File: src/rtl/id_ex_operand_stage_if.sv
// Signal bundle between decode, the ID/EX operand stage, the forwarding sources and execute.
// The stage uses the slave view; whatever drives decode/forwarding/execute uses the master view.
interface id_ex_operand_stage_if #(
  parameter int XLEN  = 32,
  parameter int RA_W  = 5,
  parameter int CNT_W = 16
);
  logic             in_valid;
  logic             in_ready;
  logic [XLEN-1:0]  in_rs1_data;
  logic [XLEN-1:0]  in_rs2_data;
  logic [XLEN-1:0]  in_imm;
  logic             in_use_imm;
  logic [RA_W-1:0]  in_rs1_addr;
  logic [RA_W-1:0]  in_rs2_addr;
  logic [RA_W-1:0]  in_rd_addr;
  logic             in_reg_write;
  logic [3:0]       in_alu_control;
  logic             flush;
  logic             exm_reg_write;
  logic [RA_W-1:0]  exm_rd_addr;
  logic [XLEN-1:0]  exm_result;
  logic             wb_reg_write;
  logic [RA_W-1:0]  wb_rd_addr;
  logic [XLEN-1:0]  wb_data;
  logic             out_valid;
  logic             out_ready;
  logic [XLEN-1:0]  alu_in1;
  logic [XLEN-1:0]  alu_in2;
  logic [3:0]       alu_control;
  logic [RA_W-1:0]  out_rd_addr;
  logic             out_reg_write;
  logic             out_illegal;
  logic [CNT_W-1:0] stall_cycles;

  modport master (
    output in_valid, in_rs1_data, in_rs2_data, in_imm, in_use_imm,
           in_rs1_addr, in_rs2_addr, in_rd_addr, in_reg_write, in_alu_control,
           flush, exm_reg_write, exm_rd_addr, exm_result,
           wb_reg_write, wb_rd_addr, wb_data, out_ready,
    input  in_ready, out_valid, alu_in1, alu_in2, alu_control,
           out_rd_addr, out_reg_write, out_illegal, stall_cycles
  );

  modport slave (
    input  in_valid, in_rs1_data, in_rs2_data, in_imm, in_use_imm,
           in_rs1_addr, in_rs2_addr, in_rd_addr, in_reg_write, in_alu_control,
           flush, exm_reg_write, exm_rd_addr, exm_result,
           wb_reg_write, wb_rd_addr, wb_data, out_ready,
    output in_ready, out_valid, alu_in1, alu_in2, alu_control,
           out_rd_addr, out_reg_write, out_illegal, stall_cycles
  );
endinterface

File: src/rtl/id_ex_operand_stage.sv
// ID/EX pipeline register feeding the ALU: operand forwarding (also refreshed while stalled),
// immediate select, illegal-op screening, valid/ready handshake and a saturating stall counter.
module id_ex_operand_stage #(
  parameter int XLEN  = 32,
  parameter int RA_W  = 5,
  parameter int CNT_W = 16
) (
  input logic                  clk,
  input logic                  rst_n,
  id_ex_operand_stage_if.slave bus
);
  // Bit n set means op code n is a legal ALU operation.
  localparam logic [15:0] LEGAL_OPS = 16'b0000_0011_1110_1111;
  localparam logic [3:0]  OP_ADD    = 4'b0010;

  logic             valid_reg;
  logic [XLEN-1:0]  in1_reg;
  logic [XLEN-1:0]  in2_reg;
  logic [3:0]       ctrl_reg;
  logic [RA_W-1:0]  rd_reg;
  logic [RA_W-1:0]  rs1_addr_reg;
  logic [RA_W-1:0]  rs2_addr_reg;
  logic             reg_write_reg;
  logic             illegal_reg;
  logic             use_imm_reg;
  logic [CNT_W-1:0] stall_reg;

  logic ready;
  logic capture;
  logic stalled;
  logic op_legal;

  assign ready    = !bus.flush && (!valid_reg || bus.out_ready);
  assign capture  = bus.in_valid && ready;
  assign stalled  = valid_reg && !bus.out_ready;
  assign op_legal = LEGAL_OPS[bus.in_alu_control];

  // Forwarding lanes: 0/1 = incoming rs1/rs2, 2/3 = held rs1/rs2.
  logic [RA_W-1:0] src_addr [4];
  logic [XLEN-1:0] src_data [4];
  logic [XLEN-1:0] fwd_data [4];

  assign src_addr[0] = bus.in_rs1_addr;
  assign src_addr[1] = bus.in_rs2_addr;
  assign src_addr[2] = rs1_addr_reg;
  assign src_addr[3] = rs2_addr_reg;
  assign src_data[0] = bus.in_rs1_data;
  assign src_data[1] = bus.in_rs2_data;
  assign src_data[2] = in1_reg;
  assign src_data[3] = in2_reg;

  genvar gi;
  generate
    for (gi = 0; gi < 4; gi++) begin : g_fwd
      logic exm_hit;
      logic wb_hit;
      assign exm_hit = bus.exm_reg_write && (bus.exm_rd_addr == src_addr[gi]) && (src_addr[gi] != '0);
      assign wb_hit  = bus.wb_reg_write  && (bus.wb_rd_addr  == src_addr[gi]) && (src_addr[gi] != '0);
      assign fwd_data[gi] = exm_hit ? bus.exm_result :
                            wb_hit  ? bus.wb_data    : src_data[gi];
    end
  endgenerate

  always_ff @(posedge clk or negedge rst_n) begin
    if (!rst_n) begin
      valid_reg     <= 1'b0;
      in1_reg       <= '0;
      in2_reg       <= '0;
      ctrl_reg      <= '0;
      rd_reg        <= '0;
      rs1_addr_reg  <= '0;
      rs2_addr_reg  <= '0;
      reg_write_reg <= 1'b0;
      illegal_reg   <= 1'b0;
      use_imm_reg   <= 1'b0;
      stall_reg     <= '0;
    end else begin
      if (stalled && (stall_reg != '1)) begin
        stall_reg <= stall_reg + CNT_W'(1);
      end

      if (bus.flush) begin
        valid_reg <= 1'b0;
      end else if (capture) begin
        valid_reg     <= 1'b1;
        in1_reg       <= fwd_data[0];
        in2_reg       <= bus.in_use_imm ? bus.in_imm : fwd_data[1];
        ctrl_reg      <= op_legal ? bus.in_alu_control : OP_ADD;
        rd_reg        <= bus.in_rd_addr;
        rs1_addr_reg  <= bus.in_rs1_addr;
        rs2_addr_reg  <= bus.in_rs2_addr;
        reg_write_reg <= bus.in_reg_write && op_legal && (bus.in_rd_addr != '0);
        illegal_reg   <= !op_legal;
        use_imm_reg   <= bus.in_use_imm;
      end else if (valid_reg && bus.out_ready) begin
        valid_reg <= 1'b0;
      end else if (valid_reg) begin
        // Held entry: pick up any writeback that lands while execute is stalled.
        in1_reg <= fwd_data[2];
        if (!use_imm_reg) begin
          in2_reg <= fwd_data[3];
        end
      end
    end
  end

  assign bus.in_ready      = ready;
  assign bus.out_valid     = valid_reg;
  assign bus.alu_in1       = in1_reg;
  assign bus.alu_in2       = in2_reg;
  assign bus.alu_control   = ctrl_reg;
  assign bus.out_rd_addr   = rd_reg;
  assign bus.out_reg_write = reg_write_reg;
  assign bus.out_illegal   = illegal_reg;
  assign bus.stall_cycles  = stall_reg;
endmodule

File: src/flat_wrapper.sv
// flat-port wrapper written by rule: the top's interface ports become plain ports
module id_ex_operand_stage_flat 
#(
  parameter int XLEN  = 32,
  parameter int RA_W  = 5,
  parameter int CNT_W = 16
)
  (clk, rst_n, bus_in_valid, bus_in_rs1_data, bus_in_rs2_data, bus_in_imm, bus_in_use_imm, bus_in_rs1_addr, bus_in_rs2_addr, bus_in_rd_addr, bus_in_reg_write, bus_in_alu_control, bus_flush, bus_exm_reg_write, bus_exm_rd_addr, bus_exm_result, bus_wb_reg_write, bus_wb_rd_addr, bus_wb_data, bus_out_ready, bus_in_ready, bus_out_valid, bus_alu_in1, bus_alu_in2, bus_alu_control, bus_out_rd_addr, bus_out_reg_write, bus_out_illegal, bus_stall_cycles);
  id_ex_operand_stage_if #(.XLEN(XLEN), .RA_W(RA_W), .CNT_W(CNT_W)) bus_i ();
  input logic clk;
  input logic rst_n;
  input wire logic [$bits(bus_i.in_valid)-1:0] bus_in_valid;
  input wire logic [$bits(bus_i.in_rs1_data)-1:0] bus_in_rs1_data;
  input wire logic [$bits(bus_i.in_rs2_data)-1:0] bus_in_rs2_data;
  input wire logic [$bits(bus_i.in_imm)-1:0] bus_in_imm;
  input wire logic [$bits(bus_i.in_use_imm)-1:0] bus_in_use_imm;
  input wire logic [$bits(bus_i.in_rs1_addr)-1:0] bus_in_rs1_addr;
  input wire logic [$bits(bus_i.in_rs2_addr)-1:0] bus_in_rs2_addr;
  input wire logic [$bits(bus_i.in_rd_addr)-1:0] bus_in_rd_addr;
  input wire logic [$bits(bus_i.in_reg_write)-1:0] bus_in_reg_write;
  input wire logic [$bits(bus_i.in_alu_control)-1:0] bus_in_alu_control;
  input wire logic [$bits(bus_i.flush)-1:0] bus_flush;
  input wire logic [$bits(bus_i.exm_reg_write)-1:0] bus_exm_reg_write;
  input wire logic [$bits(bus_i.exm_rd_addr)-1:0] bus_exm_rd_addr;
  input wire logic [$bits(bus_i.exm_result)-1:0] bus_exm_result;
  input wire logic [$bits(bus_i.wb_reg_write)-1:0] bus_wb_reg_write;
  input wire logic [$bits(bus_i.wb_rd_addr)-1:0] bus_wb_rd_addr;
  input wire logic [$bits(bus_i.wb_data)-1:0] bus_wb_data;
  input wire logic [$bits(bus_i.out_ready)-1:0] bus_out_ready;
  output wire logic [$bits(bus_i.in_ready)-1:0] bus_in_ready;
  output wire logic [$bits(bus_i.out_valid)-1:0] bus_out_valid;
  output wire logic [$bits(bus_i.alu_in1)-1:0] bus_alu_in1;
  output wire logic [$bits(bus_i.alu_in2)-1:0] bus_alu_in2;
  output wire logic [$bits(bus_i.alu_control)-1:0] bus_alu_control;
  output wire logic [$bits(bus_i.out_rd_addr)-1:0] bus_out_rd_addr;
  output wire logic [$bits(bus_i.out_reg_write)-1:0] bus_out_reg_write;
  output wire logic [$bits(bus_i.out_illegal)-1:0] bus_out_illegal;
  output wire logic [$bits(bus_i.stall_cycles)-1:0] bus_stall_cycles;
  assign bus_i.in_valid = bus_in_valid;
  assign bus_i.in_rs1_data = bus_in_rs1_data;
  assign bus_i.in_rs2_data = bus_in_rs2_data;
  assign bus_i.in_imm = bus_in_imm;
  assign bus_i.in_use_imm = bus_in_use_imm;
  assign bus_i.in_rs1_addr = bus_in_rs1_addr;
  assign bus_i.in_rs2_addr = bus_in_rs2_addr;
  assign bus_i.in_rd_addr = bus_in_rd_addr;
  assign bus_i.in_reg_write = bus_in_reg_write;
  assign bus_i.in_alu_control = bus_in_alu_control;
  assign bus_i.flush = bus_flush;
  assign bus_i.exm_reg_write = bus_exm_reg_write;
  assign bus_i.exm_rd_addr = bus_exm_rd_addr;
  assign bus_i.exm_result = bus_exm_result;
  assign bus_i.wb_reg_write = bus_wb_reg_write;
  assign bus_i.wb_rd_addr = bus_wb_rd_addr;
  assign bus_i.wb_data = bus_wb_data;
  assign bus_i.out_ready = bus_out_ready;
  assign bus_in_ready = bus_i.in_ready;
  assign bus_out_valid = bus_i.out_valid;
  assign bus_alu_in1 = bus_i.alu_in1;
  assign bus_alu_in2 = bus_i.alu_in2;
  assign bus_alu_control = bus_i.alu_control;
  assign bus_out_rd_addr = bus_i.out_rd_addr;
  assign bus_out_reg_write = bus_i.out_reg_write;
  assign bus_out_illegal = bus_i.out_illegal;
  assign bus_stall_cycles = bus_i.stall_cycles;
  id_ex_operand_stage #(.XLEN(XLEN), .RA_W(RA_W), .CNT_W(CNT_W)) u_core (.clk(clk), .rst_n(rst_n), .bus(bus_i));
endmodule
File: config.mk
export PLATFORM = sky130hd
export DESIGN_NAME = id_ex_operand_stage_flat
export DESIGN_NICKNAME = d
export VERILOG_FILES = /design/src/rtl/id_ex_operand_stage_if.sv /design/src/rtl/id_ex_operand_stage.sv /design/src/flat_wrapper.sv
export SDC_FILE = /design/constraint.sdc
export NUM_CORES = 1
export LEC_CHECK = 0
export ABC_AREA = 1
export BUFFER_PORTS_ARGS = -buffer_cell sky130_fd_sc_hd__buf_4
export CAP_MARGIN = 20
export CORE_MARGIN = 2
export CORE_UTILIZATION = 50
export CTS_CLUSTER_SIZE = 24
export DETAILED_ROUTE_END_ITERATION = 6
export PLACE_DENSITY = 0.79
export SLEW_MARGIN = 40
export SYNTH_ARGS = -nofsm -noshare
export SYNTH_HDL_FRONTEND = slang
export SYNTH_SLANG_ARGS = --single-unit
File: constraint.sdc
create_clock -name clk -period 1.8 [get_ports clk]
set_input_delay 0.36 -clock clk [delete_from_list [all_inputs] [get_ports clk]]
set_output_delay 0.36 -clock clk [all_outputs]
set_load 0.05 [all_outputs]
=== Word level (Yosys, flattened, before mapping) ===
Memories as Yosys holds them, arrays and structs flattened.
Index checks and enable logic that the tools add are counted.
Widths: inputs -> output; s select.

* Register bits after elaboration: 103
* ROM bits: 16
* Output and inout bits: 93
* Word-level logic and storage cells: 87
* Memories kept: 1

{| class="wikitable"
|+ Memories
! memory !! depth !! bits a word !! rd ports !! clocked after Yosys merged registers in !! wr ports !! RTL line !! text
|-
| (name not given) || 16 || 1 || 1 || 0 || 0 || id_ex_operand_stage.sv:36 || <nowiki>assign op_legal = LEGAL_OPS[bus.in_alu_control];</nowiki>
|}

* Add/subtract/negate cells: 1
* Order comparisons: 1
* Equality and inequality tests: 11
* Multiplexer cells: 21
* Bitwise operators: 1
* Reductions and logical operators: 40

{| class="wikitable"
|+ Operators with widths
! cell !! number
|-
| $mux 32 || 16
|-
| $eq 5x5->1 || 8
|-
| $reduce_bool 5->1 || 5
|-
| $logic_and 1x1->1 || 23
|-
| $add 16x1->16 const B || 1
|-
| $ne 16x16->1 const B || 1
|-
| $reduce_bool 3->1 || 3
|-
| $lt 4x5->1 const B || 1
|-
| $reduce_and 5->1 || 1
|-
| $logic_not 1->1 || 4
|-
| $mux 1 || 4
|-
| $mux 4 || 1
|-
| $reduce_and 4->1 || 1
|-
| $ne 2x1->1 const B || 1
|-
| $ne 2x2->1 const B || 1
|-
| $reduce_and 2->1 || 1
|-
| $reduce_bool 2->1 || 1
|-
| $logic_or 1x1->1 || 1
|-
| $not 1->1 || 1
|}

=== Longest topological paths before layout ===
Gate-level depths: netlist (run 1).

* Depth after elaboration: 9
* Gate-level depth with buffers: 15
* Depth with buffers taken out: 12

=== Least setup slack after synthesis (run 1) ===
Ideal clock, no wire load.

* Path kind: flip-flop to flip-flop
* From: register u_core.valid_reg, in the netlist u_core.bus.out_valid
* To: register u_core.in1_reg[0], in the netlist u_core.bus.alu_in1[0]
* Library setup time: 66 ps
* Data arrival time: 2211 ps
* Setup slack: -477 ps
* Cell stages (with the launch flop): 15
* Path buffers: 3
* Clock period less this slack: 2277 ps
* Cells stage by stage: dfrtp_1 -> nand2_1 -> inv_1 -> nor2_2 -> nand2_1 -> buf_4 -> inv_1 -> buf_4 -> buf_2 -> nand2_1 -> inv_1 -> nand2_1 -> nand2_1 -> nand2_1 -> nand2_1

* Cells in the longest elaborated chain, start to end: 6
* Elaborated cells on any way between the ends: 10
* Those cells by class: eq/ne (1); mux (1); reduce/logical (8)

{| class="wikitable"
|+ RTL lines
! what !! RTL line !! text
|-
| start, declared || id_ex_operand_stage.sv:16 || <nowiki>logic valid_reg;</nowiki>
|-
| start signal, assigned || id_ex_operand_stage.sv:66 || <nowiki>valid_reg <= 1'b0;</nowiki>
|-
| start signal, assigned || id_ex_operand_stage.sv:83 || <nowiki>valid_reg <= 1'b0;</nowiki>
|-
| start signal, assigned || id_ex_operand_stage.sv:85 || <nowiki>valid_reg <= 1'b1;</nowiki>
|-
| $logic_not 1->1 * || id_ex_operand_stage.sv:33 || <nowiki>assign ready = !bus.flush && (!valid_reg || bus.out_ready);</nowiki>
|-
| $logic_or 1x1->1 * || id_ex_operand_stage.sv:33 ||
|-
| $logic_and 1x1->1 * || id_ex_operand_stage.sv:33 ||
|-
| net bus_in_ready || flat_wrapper.sv:30 || <nowiki>output wire logic [$bits(bus_i.in_ready)-1:0] bus_in_ready;</nowiki>
|-
| $logic_and 1x1->1 * || id_ex_operand_stage.sv:34 || <nowiki>assign capture = bus.in_valid && ready;</nowiki>
|-
| $ne 2x1->1 (no source line) (tied with other cells) || n/a ||
|-
| $reduce_and 4->1 (no source line) || n/a ||
|-
| end signal, assigned || id_ex_operand_stage.sv:86 || <nowiki>in1_reg <= fwd_data[0];</nowiki>
|-
| end signal, assigned || id_ex_operand_stage.sv:99 || <nowiki>in1_reg <= fwd_data[2];</nowiki>
|-
| end, declared || id_ex_operand_stage.sv:17 || <nowiki>logic [XLEN-1:0] in1_reg;</nowiki>
|}

Mark *: on every way through the listed nets, which the timed path passes. The rest lies on a longest branch.
A chain may end at the register's enable or synchronous reset.

=== Final worst setup path (run 1) ===
* From: register u_core.rs2_addr_reg[3]
* To: register u_core.in2_reg[11], in the netlist u_core.bus.alu_in2[11]

* Cells in the longest elaborated chain, start to end: 8
* Elaborated cells on any way between the ends: 14
* Those cells by class: eq/ne (2); mux (5); reduce/logical (7)

{| class="wikitable"
|+ RTL lines
! what !! RTL line !! text
|-
| start, declared || id_ex_operand_stage.sv:22 || <nowiki>logic [RA_W-1:0] rs2_addr_reg;</nowiki>
|-
| start signal, assigned || id_ex_operand_stage.sv:91 || <nowiki>rs2_addr_reg <= bus.in_rs2_addr;</nowiki>
|-
| $eq 5x5->1 || id_ex_operand_stage.sv:57 || <nowiki>assign exm_hit = bus.exm_reg_write && (bus.exm_rd_addr == src_addr[gi]) && (src_addr[gi] != '0);</nowiki>
|-
| $logic_and 1x1->1 (2 in a row) || id_ex_operand_stage.sv:57 ||
|-
| $mux 32 || id_ex_operand_stage.sv:59 || <nowiki>assign fwd_data[gi] = exm_hit ? bus.exm_result :</nowiki>
|-
| $mux 32 || id_ex_operand_stage.sv:100 || <nowiki>if (!use_imm_reg) begin</nowiki>
|-
| $mux 32 || id_ex_operand_stage.sv:97 || <nowiki>end else if (valid_reg) begin</nowiki>
|-
| $mux 32 || id_ex_operand_stage.sv:95 || <nowiki>end else if (valid_reg && bus.out_ready) begin</nowiki>
|-
| $mux 32 || id_ex_operand_stage.sv:84 || <nowiki>end else if (capture) begin</nowiki>
|-
| end signal, assigned || id_ex_operand_stage.sv:87 || <nowiki>in2_reg <= bus.in_use_imm ? bus.in_imm : fwd_data[1];</nowiki>
|-
| end signal, assigned || id_ex_operand_stage.sv:101 || <nowiki>in2_reg <= fwd_data[3];</nowiki>
|-
| end, declared || id_ex_operand_stage.sv:18 || <nowiki>logic [XLEN-1:0] in2_reg;</nowiki>
|}

Several ways; a longest one is shown, not always the timed one. The select of a mux whose other input is x is not followed.

==> results of run 1 <==
[through the flow]
step / setup slack (ns) / cells / setup TNS, ns / hold WS [ns]
floorplan: -0.0449 / 1615 / -1.53 / 0.0644
global placement: -0.0623 / 2114 / -0.622 / 0.337
detailed placement: -0.0870 / 2114 / -1.74 / 0.342
CTS: 0.00669 / 2136 / 0 / 0.197
global route: -0.150 / 2158 / -2.33 / 0.214
finish: -0.0232 / 2158 / -0.0376 / 0.206
[critical path, stage by stage, from the launching register on]
cell and delay (ns):
dfrtp_1 0.44, buf_6 0.14, a21oi_2 0.12, nand2_1 0.10
nor2_4 0.12, nand2_4 0.11, buf_12 0.16, buf_16 0.14
nand2_2 0.05, nand2_1 0.07, nor2_2 0.12, nor2_1 0.05
a21oi_1 0.14
[power groups by stage]
| stage | Sequential (mW) | Combinational, mW | Clock, mW |
|---|---|---|---|
| 6_report | 3.47 | 6.00 | 2.18 |
| 3_3_place_gp | 3.47 | 5.68 | 0 |
| 5_1_grt | 3.52 | 6.36 | 2.29 |
| 4_1_cts | 3.44 | 5.77 | 2.21 |
| 2_1_floorplan | 5.47 | 1.54 | 0 |
| 3_5_place_dp | 3.47 | 5.74 | 0 |
[layout make-up]
| type | count | area [um2] |
|---|---|---|
| Antenna cell | 3 | 7.51 |
| Clock buffer | 9 | 225 |
| Clock inverter | 7 | 91.3 |
| Fill cell | 1508 | 4440 |
| Inverter | 215 | 817 |
| Multi-Input combinational cell | 1206 | 5530 |
| Sequential cell | 103 | 2580 |
| Tap cell | 225 | 282 |
| Timing Repair Buffer | 390 | 3450 |
[routing by layer]
layer	part of all wire (%)	track usage, %
met3	12	7.62
met1	38	44.4
met5	0	0
met2	46	58.7
met4	4.0	15.6
[repair_timing]
action / in CTS / in global routing
hold endpoints to repair: 25 / 0
resized for setup: 4 / 109
buffers inserted: 4 / 12
setup endpoints to repair: 42 / 66
pin swaps: 2 / 82
hold buffers: 1 / 0
cloned: 1 / 8
[cell usage after synthesis]
library cell / instances / area (um2)
a21oi_1: 42 / 210
a21oi_2: 1 / 8.76
buf_1: 9 / 33.8
buf_2: 45 / 225
buf_4: 2 / 15.0
buf_6: 3 / 33.8
clkbuf_1: 32 / 120
dfrtp_1: 103 / 2580
ha_1: 1 / 12.5
inv_1: 207 / 777
inv_2: 8 / 30.0
nand2_1: 592 / 2220
nand2_2: 2 / 12.5
nand3_1: 278 / 1390
nand3b_1: 1 / 7.51
nand4_1: 7 / 43.8
nor2_1: 222 / 833
nor2_2: 4 / 25.0
nor3_1: 5 / 25.0
nor3_4: 1 / 16.3
nor4_1: 3 / 18.8
o211ai_1: 2 / 15.0
o21ai_0: 24 / 120
o31ai_1: 1 / 7.51
or2_2: 1 / 6.26
xnor2_1: 9 / 78.8
xor2_1: 10 / 87.6
[worst min path at each step]
| stage | slack [ns] | cells after the start | startpoint | to |
|---|---|---|---|---|
| 2_1_floorplan | 0.06 | 0 | rst_n | u_core.bus.alu_control[0]$_DFFE_PN0P_ |
| 3_3_place_gp | 0.34 | 1 | rst_n | u_core.bus.alu_in1[25]$_DFFE_PN0P_ |
| 3_5_place_dp | 0.34 | 1 | rst_n | u_core.bus.alu_in1[25]$_DFFE_PN0P_ |
| 4_1_cts | 0.20 | 3 | bus_in_rd_addr[0] | u_core.bus.out_rd_addr[0]$_DFFE_PN0P_ |
| 5_1_grt | 0.21 | 3 | bus_in_rd_addr[0] | u_core.bus.out_rd_addr[0]$_DFFE_PN0P_ |
| 6_report | 0.21 | 3 | bus_in_rd_addr[0] | u_core.bus.out_rd_addr[0]$_DFFE_PN0P_ |
[kinds of logic after synthesis]
group	after synthesis	synth area share, %
xor+xnor	19	1.86
flops	103	28.8
buf+inv	306	13.8
fa+ha+maj	1	0.140
compound gates	70	4.04
simple gates	1116	51.4
==> summary.log, run 1 <==
INFO  sta            clock.fmax=0.548GHz
INFO  clock_network  clk-insertion-delay-late=0.36ns
INFO  critical_path  cp-startpoint=u_core.rs2_addr_reg[3]$_DFFE_PN0P_
INFO  finish         area_growth=44.9%
INFO  pwr            power_per_cell_area=898mW/mm2
INFO  clock_network  cts_num_sinks=103
INFO  sta            finalMaxSlewViolations=0
INFO  detailed_routing drt_drc_violations_left=0
INFO  detailed_routing wl_per_cell=16.8um
INFO  sta            clock-skew-final=0.0109ns
INFO  pwr            p_int=6.05mW
INFO  sta            postLayoutSetupSlackWorst=-0.0232ns
INFO  global_routing maximum_number_of_pins_on_one_net_before_global_route_repair=66
INFO  placement      gp_congestion=0.928
INFO  pwr            clock_power_share=18.7%
INFO  global_routing aggregate_global_routing_overflow=0
INFO  clock_network  htreeDepth=3
INFO  clock_network  cts_tree=done
INFO  pwr            seqPwrFrac=29.8%
INFO  global_routing grt_use_total=35.4%
INFO  critical_path  critPathMaxFanout=5
INFO  clock_network  ctsRootBufferMaster=clkbuf_16
INFO  finish         fin_util=74.5%
INFO  status         violated_checks=setup timing
INFO  synth          yosysWarningCount=0
INFO  critical_path  ff2ff_path_depth=12
INFO  die            std_cell_rows=48
INFO  clock_network  cts_buffers=9
INFO  die            initial_utilization=51.4%
INFO  synth          netlist_instances=1615
INFO  clock_network  clk_pin_slew=0.09ns
INFO  die            num_io_pins=291
INFO  critical_path  worst_setup_path_endpoint=u_core.bus.alu_in2[11]$_DFFE_PN0P_
INFO  detailed_routing routed-via-count=11800
INFO  placement      port_buffers=290
INFO  pwr            cellLeakagePower=7.58nW
INFO  detailed_routing avgViaCountPerCell=5.46
INFO  critical_path  reg2reg_to=u_core.bus.alu_in2[11]$_DFFE_PN0P_
INFO  pwr            power=11.7mW
INFO  finish         final_design_area_no_fill=0.0130mm2
INFO  synth          synth_cell_types=27
INFO  sta            setup_viol=3
INFO  sta            final_period_minus_worst_setup_slack=1.82ns
INFO  status         status=complete, but fails checks
INFO  sta            layout_worst_path_cycle_share=101%
INFO  critical_path  startpoint_of_the_worst_slack_reg_to_reg_timing_path=u_core.rs2_addr_reg[3]$_DFFE_PN0P_
INFO  synth          synthesis.area=0.00895mm2
INFO  detailed_routing ant_nets=0
INFO  pwr            power_frac_comb=51.5%
INFO  detailed_routing totalWireLength=36200um
INFO  sta            grt_setup_unrepaired=true
INFO  die            die-area=0.0190mm2
INFO  critical_path  critical_path_required=2.09ns
INFO  detailed_routing first_pass_detailed_route_iteration_total=6
INFO  placement      dp_hpwl=25300um
INFO  pwr            power_switching_share=48.1%
INFO  detailed_routing iter_0_drt_violations=1246
INFO  clock_network  cts.path.max_buffers=2
INFO  critical_path  r2r_setup_slack=-0.02ns
INFO  die            floorplan.core_area=0.0174mm2
INFO  critical_path  endpoint_kind=flop
INFO  critical_path  worst-endpoint-arrival=2.11ns
INFO  synth          ys_seq_elements=103
INFO  pwr            power.switching=5.61mW
INFO  worst_hold_path hold_path.class=input port to flop
INFO  finish         final_common_cell=nand2_1
INFO  finish         drive_above_1_share=27.2%
INFO  global_routing wire_length_of_the_first_global_routing_pass=53000um
INFO  sta            relative_slew_margins=67.5%
INFO  die            floorplan.die.width=138um
INFO  pwr            power.ir.vdd_worst=962uV
INFO  flow_run       cap_violations=0
INFO  synth          synth_seq_area_share=28.8%
INFO  finish         final_cell_mix=nand2_1 (553), buf_4 (344), nand3_1 (265), inv_1 (196), nor2_1 (193)
INFO  synth          synth_fp_nets=1814
INFO  critical_path  crit_path_launch_type=flop
INFO  sta            final-hold-violation-count=0
INFO  critical_path  path_class=flop to flop
INFO  finish         final_nets=2124
INFO  global_routing initial_antenna_violation_count=3
INFO  synth          syn-mean-instance-area=5.54um2
INFO  placement      place_area=0.0120mm2
INFO  sta            worst_pin_slew=0.487ns
INFO  die            fp.dieH=138um
INFO  global_routing first_global_vias=10600
Power figures use the tool's default switching activity.
==> run 2: changes to the inputs <==
Settings changed: CELL_PAD_IN_SITES_DETAIL_PLACEMENT set to 0, CELL_PAD_IN_SITES_GLOBAL_PLACEMENT set to 1, CORE_UTILIZATION 50 to 34, PLACE_DENSITY 0.79 to not set, PLACE_DENSITY_LB_ADDON set to 0.1.
==> run 2 against run 1 <==
The run still ends with setup timing left. Maximum frequency is 0.17% higher. Non-clock buffer count up 9. Combinational power increased by 3%. Routed wire length is 8.7% higher. Sequential share of layout area down 0.94 points. Worst setup slack better by 0.0031 ns. Global-route usage shrank 8.7 points. Cell area grew 4.9%. Critical path type unchanged. Highest routed layer unchanged.
==> summary.log, run 2 (same netlist as run 1, synthesis figures left out) <==
INFO  status         status=complete, but fails checks
INFO  status         violated_checks=setup timing
INFO  global_routing maximum_number_of_pins_on_one_net_before_global_route_repair=51 [-23%]
INFO  pwr            power.ir.vdd_worst=697uV [-27%]
INFO  sta            final-hold-violation-count=0 [unchanged]
INFO  clock_network  cts_buffers=9 [unchanged]
INFO  die            fp.dieH=166um [+21%]
INFO  clock_network  cts_num_sinks=103 [unchanged]
INFO  detailed_routing first_pass_detailed_route_iteration_total=5 [-1]
INFO  placement      gp_congestion=0.865 [-6.9%]
INFO  worst_hold_path hold_path.class=input port to flop
INFO  clock_network  ctsRootBufferMaster=clkbuf_16
INFO  sta            setup_viol=5 [+2]
INFO  sta            relative_slew_margins=76.9% [+9.4 points]
INFO  placement      dp_hpwl=27900um [+10%]
INFO  finish         area_growth=52.0%
INFO  critical_path  crit_path_launch_type=flop
INFO  die            floorplan.core_area=0.0260mm2 [+49%]
INFO  critical_path  path_class=flop to flop
INFO  placement      preCtsSetupSlack=-0.130ns [-0.0432 ns]
INFO  global_routing aggregate_global_routing_overflow=0 [unchanged]
INFO  worst_hold_path timing.hold.worst_path_depth=3 [unchanged]
INFO  sta            worst_pin_slew=0.346ns [-0.141 ns]
INFO  finish         final_design_area_no_fill=0.0136mm2 [+4.9%]
INFO  detailed_routing ant_nets=0 [unchanged]
INFO  sta            finalMaxSlewViolations=0 [unchanged]
INFO  critical_path  ff2ff_path_depth=12 [unchanged]
INFO  pwr            seqPwrFrac=29.4% [-0.4 points]
INFO  finish         drive_above_1_share=30.3% [+3.2 points]
INFO  pwr            clock_power_share=18.2% [-0.5 points]
INFO  detailed_routing wl_per_cell=17.3um [+3.0%]
INFO  detailed_routing iter_0_drt_violations=767 [-38%]
INFO  global_routing grt_use_total=26.8% [-8.7 points]
INFO  placement      port_buffers=290 [unchanged]
INFO  detailed_routing routed-via-count=11300 [-3.8%]
INFO  sta            layout_worst_path_cycle_share=101% [-0.17 points]
INFO  sta            final_period_minus_worst_setup_slack=1.82ns [-0.00314 ns]
INFO  placement      placedCellCount=2235 [+5.7%]
INFO  die            initial_utilization=34.5% [-17 points]
INFO  pwr            power_switching_share=48.0% [-0.13 points]
INFO  clock_network  clk-insertion-delay-late=0.37ns [about the same]
INFO  finish         final_cells=2276 [+5.5%]
INFO  die            std_cell_rows=59 [+23%]
INFO  placement      place_area=0.0122mm2 [+2.1%]
INFO  global_routing initial_antenna_violation_count=2 [-1]
INFO  flow_run       cap_violations=0 [unchanged]
INFO  global_routing first_global_vias=11000 [+3.8%]
INFO  finish         final_nets=2133 [+0.42%]
INFO  die            die-area=0.0277mm2 [+46%]
INFO  sta            clock.fmax=0.549GHz [+0.17%]
INFO  detailed_routing avgViaCountPerCell=4.99 [-8.8%]
INFO  global_routing wire_length_of_the_first_global_routing_pass=59500um [+12%]
INFO  critical_path  critPathMaxFanout=6 [+1]
INFO  pwr            cellLeakagePower=7.79nW [+2.7%]
INFO  detailed_routing drt_drc_violations_left=0 [unchanged]
INFO  pwr            power_frac_comb=52.4% [+0.9 points]
INFO  die            num_io_pins=291 [unchanged]
INFO  clock_network  cts_tree=done
INFO  finish         final_common_cell=nand2_1
INFO  pwr            power_per_cell_area=865mW/mm2 [-3.7%]
INFO  die            floorplan.die.width=166um [+21%]
INFO  clock_network  cts.path.max_buffers=2 [unchanged]
INFO  pwr            power=11.8mW [+1.1%]
INFO  pwr            p_int=6.12mW [+1.3%]
INFO  sta            postLayoutSetupSlackWorst=-0.0201ns [+0.00314 ns]
INFO  sta            clock-skew-final=0.00970ns [-0.00118 ns]
INFO  clock_network  clk_pin_slew=0.08ns [about the same]
INFO  critical_path  worst-endpoint-arrival=2.07ns [-0.04 ns]
INFO  pwr            power.switching=5.65mW [+0.79%]
INFO  detailed_routing totalWireLength=39300um [+8.7%]
INFO  finish         final_cell_mix=nand2_1 (507), buf_4 (342), nand3_1 (249), inv_1 (198), nor2_1 (195)
INFO  critical_path  endpoint_kind=flop
INFO  sta            grt_setup_unrepaired=true
INFO  critical_path  critical_path_required=2.05ns [-0.04 ns]
INFO  clock_network  htreeDepth=3 [unchanged]
## run 2: changes by cell type in the layout (fill, tap and decap cells not counted), moves of 3 or more
cell / before / now
nand2_2: 30 / 66
nand3_1: 265 / 249
nand2_4: 11 / 19
buf_12: 24 / 30
inv_2: 17 / 14
clkbuf_16: 17 / 22
nand2_1: 553 / 507
inv_6: 4 / 1
nand3_2: 13 / 29
nor2_4: 11 / 15
nor2_2: 22 / 16
## run 2: final timing paths
check | from | endpoint | slack (ns)
min reg2reg | u_core.bus.out_illegal$_DFFE_PN0P_ | u_core.bus.out_illegal$_DFFE_PN0P_ | 0.49
max | u_core.rs2_addr_reg[3]$_DFFE_PN0P_ | u_core.bus.alu_in2[26]$_DFFE_PN0P_ | -0.02
max reg2reg | u_core.rs2_addr_reg[3]$_DFFE_PN0P_ | u_core.bus.alu_in2[26]$_DFFE_PN0P_ | -0.02
max in group asynchronous | rst_n | u_core.bus.alu_in2[3]$_DFFE_PN0P_ | 0.73
min in group asynchronous | rst_n | u_core.rs2_addr_reg[3]$_DFFE_PN0P_ | 0.45
min | bus_in_rd_addr[1] | u_core.bus.out_rd_addr[1]$_DFFE_PN0P_ | 0.20
## run 2: power by group through the flow
stage | combinational (mW) | clock, mW | sequential, mW
6_report | 6.17 | 2.15 | 3.46
5_1_grt | 6.58 | 2.27 | 3.53
4_1_cts | 5.84 | 2.21 | 3.42
3_5_place_dp | 5.83 | 0 | 3.45
3_3_place_gp | 5.80 | 0 | 3.46
2_1_floorplan | 1.54 | 0 | 5.47
## run 2: critical path: stages, from the launching register on
cell and delay, ns:
dfrtp_1 0.43, inv_2 0.11, nand3_2 0.11, nor2_4 0.14, buf_6 0.11, nor2_4 0.03, nand2_2 0.06, nand3_2 0.13
nand2_8 0.15, clkinv_8 0.10, clkbuf_16 0.18, nor2_1 0.10, a21oi_1 0.05
## run 2: per-layer routing
layer  global-route usage, %  vias to the layer above  wire length, um
li1                        -                     5601                -
met1                    35.2                     5279            17100
met2                    45.0                      422            18400
met3                    5.53                       44             2970
met4                    6.60                        0              833
met5                       0                        -                0
## run 2: final cells by class
type,instances,area (um2)
fillers,2757,12400
multi-input cells,1206,5800
repair buffers,399,3680
flip-flops and latches,103,2580
inverters,215,835
well taps,335,419
clock buffers,10,229
clock inverters,6,70.1
diodes,2,5.00
## run 2: timing repair
action / in CTS / in global routing
buffers inserted: 0 / 8
hold buffers: 1 / 0
endpoints found under the hold margin: 17 / 0
gates resized for setup: 8 / 196
endpoints found under the setup margin: 25 / 64
pin swaps: 0 / 75
gates cloned: 0 / 14
## run 2: stage by stage
step                      hold WS (ns)  utilization, %  setup TNS [ns]
after CTS                        0.184            48.2               0
after global routing             0.201            52.4           -4.88
after floorplan                 0.0644               -           -1.53
after global placement           0.285            47.0           -4.20
after detailed placement         0.283            47.0           -4.33
final                            0.197            52.4         -0.0422
==> run 3: changes to the inputs <==
Settings changed: PLACE_DENSITY set to 0.8, PLACE_DENSITY_LB_ADDON 0.1 to not set.
==> run 3 against run 2 <==
The run now ends clean. Worst setup slack better by 0.069 ns. Die area unchanged. Flip-flop and latch count stayed put. Core utilization shrank 2.7 points. Combinational power down 3.6%.
==> summary.log, run 3 (same netlist as run 1, synthesis figures left out) <==
INFO  status         status=finished clean
INFO  clock_network  htreeDepth=3 [unchanged]
INFO  global_routing grt_use_total=26.0% [-0.75 points]
INFO  finish         area_growth=44.1%
INFO  placement      gp_congestion=0.864 [about the same]
INFO  finish         final_common_cell=nand2_1
INFO  die            initial_utilization=34.5% [unchanged]
INFO  sta            final.hold.worst_slack=0.194ns [-0.00376 ns]
INFO  sta            relative_slew_margins=67.5% [-9.4 points]
INFO  sta            layout_worst_path_cycle_share=97.3% [-3.8 points]
INFO  finish         drive_above_1_share=24.5% [-5.8 points]
INFO  sta            postLayoutSetupSlackWorst=0.0487ns [+0.0689 ns]
INFO  finish         final_cell_mix=nand2_1 (574), buf_4 (340), nand3_1 (263), nor2_1 (213), inv_1 (199)
INFO  die            floorplan.die.width=166um [unchanged]
INFO  clock_network  cts_tree=done
INFO  sta            final-hold-violation-count=0 [unchanged]
INFO  critical_path  endpoint_kind=flop
INFO  critical_path  r2r_setup_slack=0.05ns [+0.07 ns]
INFO  placement      placedCellCount=2221 [-0.63%]
INFO  clock_network  clk-insertion-delay-late=0.36ns [about the same]
INFO  critical_path  critical_path_required=2.06ns [about the same]
INFO  critical_path  startpoint_of_the_worst_slack_reg_to_reg_timing_path=u_core.rs1_addr_reg[3]$_DFFE_PN0P_
INFO  sta            clock.fmax=0.571GHz [+3.9%]
INFO  die            fp.dieH=166um [unchanged]
INFO  sta            setup_viol=0 [-5]
INFO  detailed_routing drt_drc_violations_left=0 [unchanged]
INFO  pwr            power.ir.vdd_worst=696uV [-0.20%]
INFO  clock_network  clk_pin_slew=0.09ns [about the same]
INFO  detailed_routing avgViaCountPerCell=4.98 [about the same]
INFO  critical_path  path_class=flop to flop
INFO  critical_path  worst_path_largest_cell_delay=0.44ns [about the same]
INFO  critical_path  crit_path_launch_type=flop
INFO  detailed_routing first_pass_detailed_route_iteration_total=6 [+1]
INFO  placement      preCtsSetupSlack=-0.0710ns [+0.0591 ns]
INFO  die            num_io_pins=291 [unchanged]
INFO  sta            finalMaxSlewViolations=0 [unchanged]
INFO  global_routing wire_length_of_the_first_global_routing_pass=57900um [-2.6%]
INFO  pwr            clock_power_share=18.4% [+0.2 points]
INFO  finish         sequential_area=0.00258mm2 [about the same]
INFO  critical_path  path_buf_inv=2 [-2]
INFO  worst_hold_path hold_path.class=input port to flop
INFO  die            std_cell_rows=59 [unchanged]
INFO  die            floorplan.core_area=0.0260mm2 [unchanged]
INFO  finish         final_cells=2258 [-0.79%]
INFO  critical_path  worst-endpoint-arrival=2.01ns [-0.06 ns]
INFO  flow_run       cap_violations=0 [unchanged]
INFO  finish         final_nets=2116 [-0.80%]
INFO  sta            clock-skew-final=0.0118ns [+0.00214 ns]
INFO  pwr            power_per_cell_area=893mW/mm2 [+3.3%]
INFO  critical_path  cp-startpoint=u_core.rs1_addr_reg[3]$_DFFE_PN0P_
INFO  detailed_routing iter_0_drt_violations=1034 [+35%]
INFO  placement      port_buffers=290 [unchanged]
INFO  finish         multi_input_area=0.00542mm2 [-6.5%]
INFO  critical_path  critPathSlowestCell=dfrtp_2
INFO  detailed_routing ant_nets=0 [unchanged]
INFO  critical_path  path_delay_family=simple AND/OR/NAND/NOR gates
INFO  pwr            seqPwrFrac=30.0% [+0.6 points]
INFO  die            die-area=0.0277mm2 [unchanged]
INFO  pwr            p_int=5.89mW [-3.9%]
INFO  finish         layout.filler_cells=2811 [+2.0%]
INFO  clock_network  cts_num_sinks=103 [unchanged]
INFO  clock_network  cts.path.max_buffers=2 [unchanged]
INFO  detailed_routing wl_per_cell=17.1um [-1.2%]
INFO  pwr            power.switching=5.64mW [-0.24%]
INFO  global_routing aggregate_global_routing_overflow=0 [unchanged]
INFO  pwr            cellLeakagePower=7.51nW [-3.5%]
INFO  worst_hold_path startpoint_of_the_tightest_hold_check_path=bus_in_rd_addr[1]
INFO  placement      dp_hpwl=27500um [-1.7%]
INFO  critical_path  critPathMaxFanout=10 [+4]
INFO  sta            final_period_minus_worst_setup_slack=1.75ns [-0.0689 ns]
INFO  clock_network  cts_buffers=9 [unchanged]
INFO  global_routing maximum_number_of_pins_on_one_net_before_global_route_repair=66 [+29%]
INFO  sta            grt_setup_unrepaired=true
INFO  sta            worst_pin_slew=0.486ns [+0.140 ns]
INFO  detailed_routing routed-via-count=11300 [-0.79%]
INFO  critical_path  critical_path_cell_list=a21oi_2, nand3_2, nor3_4, buf_6, buf_8, nand3_1, nand3_2, nand2_1, nand2_2, nand2_1
INFO  clock_network  ctsRootBufferMaster=clkbuf_16
INFO  pwr            power_frac_comb=51.7% [-0.7 points]
INFO  global_routing first_global_vias=10700 [-2.8%]
INFO  pwr            power_switching_share=48.9% [+0.92 points]
INFO  global_routing initial_antenna_violation_count=1 [-1]
INFO  detailed_routing totalWireLength=38600um [-2.0%]
==> run 3: changes by cell type in the layout (fill, tap and decap cells not counted), sizes merged <==
cell	change
buf	-12
clkbuf	-6
inv	+4
clkinv	-3
bufinv	-1
clkinvlp	+1
diode	-1
==> run 3: stage by stage <==
stage          util (%)  power [mW]  TNS, ns  instance area, um2
2_1_floorplan         -        7.00    -1.53                9110
3_3_place_gp       46.4        9.23    -1.14               12100
3_5_place_dp       46.4        9.25    -1.88               12100
4_1_cts            47.6        11.4        0               12400
5_1_grt            49.7        12.1   -0.996               12900
6_report           49.7        11.5        0               12900
==> run 3: final cells by class <==
class / count / area share, %
multi-input cells: 1206 / 42.0
repair buffers: 382 / 26.0
flip-flops and latches: 103 / 20.0
inverters: 215 / 6.41
well taps: 335 / 3.25
clock buffers: 9 / 1.75
clock inverters: 7 / 0.562
diodes: 1 / 0.0194
==> run 3: repair_timing <==
action                                  4_1_cts  5_1_grt
setup buffers                                 1       12
cloned                                        0        9
gates resized for setup                       1       64
hold buffers                                  1        0
endpoints found under the setup margin        6       66
hold endpoints to repair                      9        0
pin swaps                                     0       22
==> run 3: path summary, 6_finish.rpt <==
path,endpoint,depth (start not counted)
max,u_core.bus.alu_in1[24]$_DFFE_PN0P_,10
min,u_core.bus.out_rd_addr[1]$_DFFE_PN0P_,3
max reg2reg,u_core.bus.alu_in1[24]$_DFFE_PN0P_,10
min reg2reg,u_core.bus.alu_in1[2]$_DFFE_PN0P_,2
max in group asynchronous,u_core.bus.stall_cycles[1]$_DFFE_PN0P_,3
min in group asynchronous,u_core.bus.alu_in2[25]$_DFFE_PN0P_,3
==> run 3: layer usage <==
layer / global-route usage (%) / vias to the layer above / routed length [um]
met3: 4.86 / 54 / 3090
met2: 42.9 / 455 / 17700
met5: 0 / - / 0
met1: 34.8 / 5185 / 16800
li1: - / 5562 / -
met4: 7.61 / 0 / 988
==> run 3: worst register-to-register path: cells and delay by family (launching register included) <==
kind            cells  cell delay [ns]
simple gates        7             0.73
flops               1             0.44
buf+inv             2             0.33
compound gates      1             0.14
==> run 3: power groups by stage <==
stage	Combinational, mW	Clock (mW)	Sequential [mW]
finish	5.95	2.12	3.46
global route	6.34	2.23	3.53
CTS	5.79	2.16	3.45
detailed placement	5.78	0	3.47
global placement	5.74	0	3.49
floorplan	1.54	0	5.47
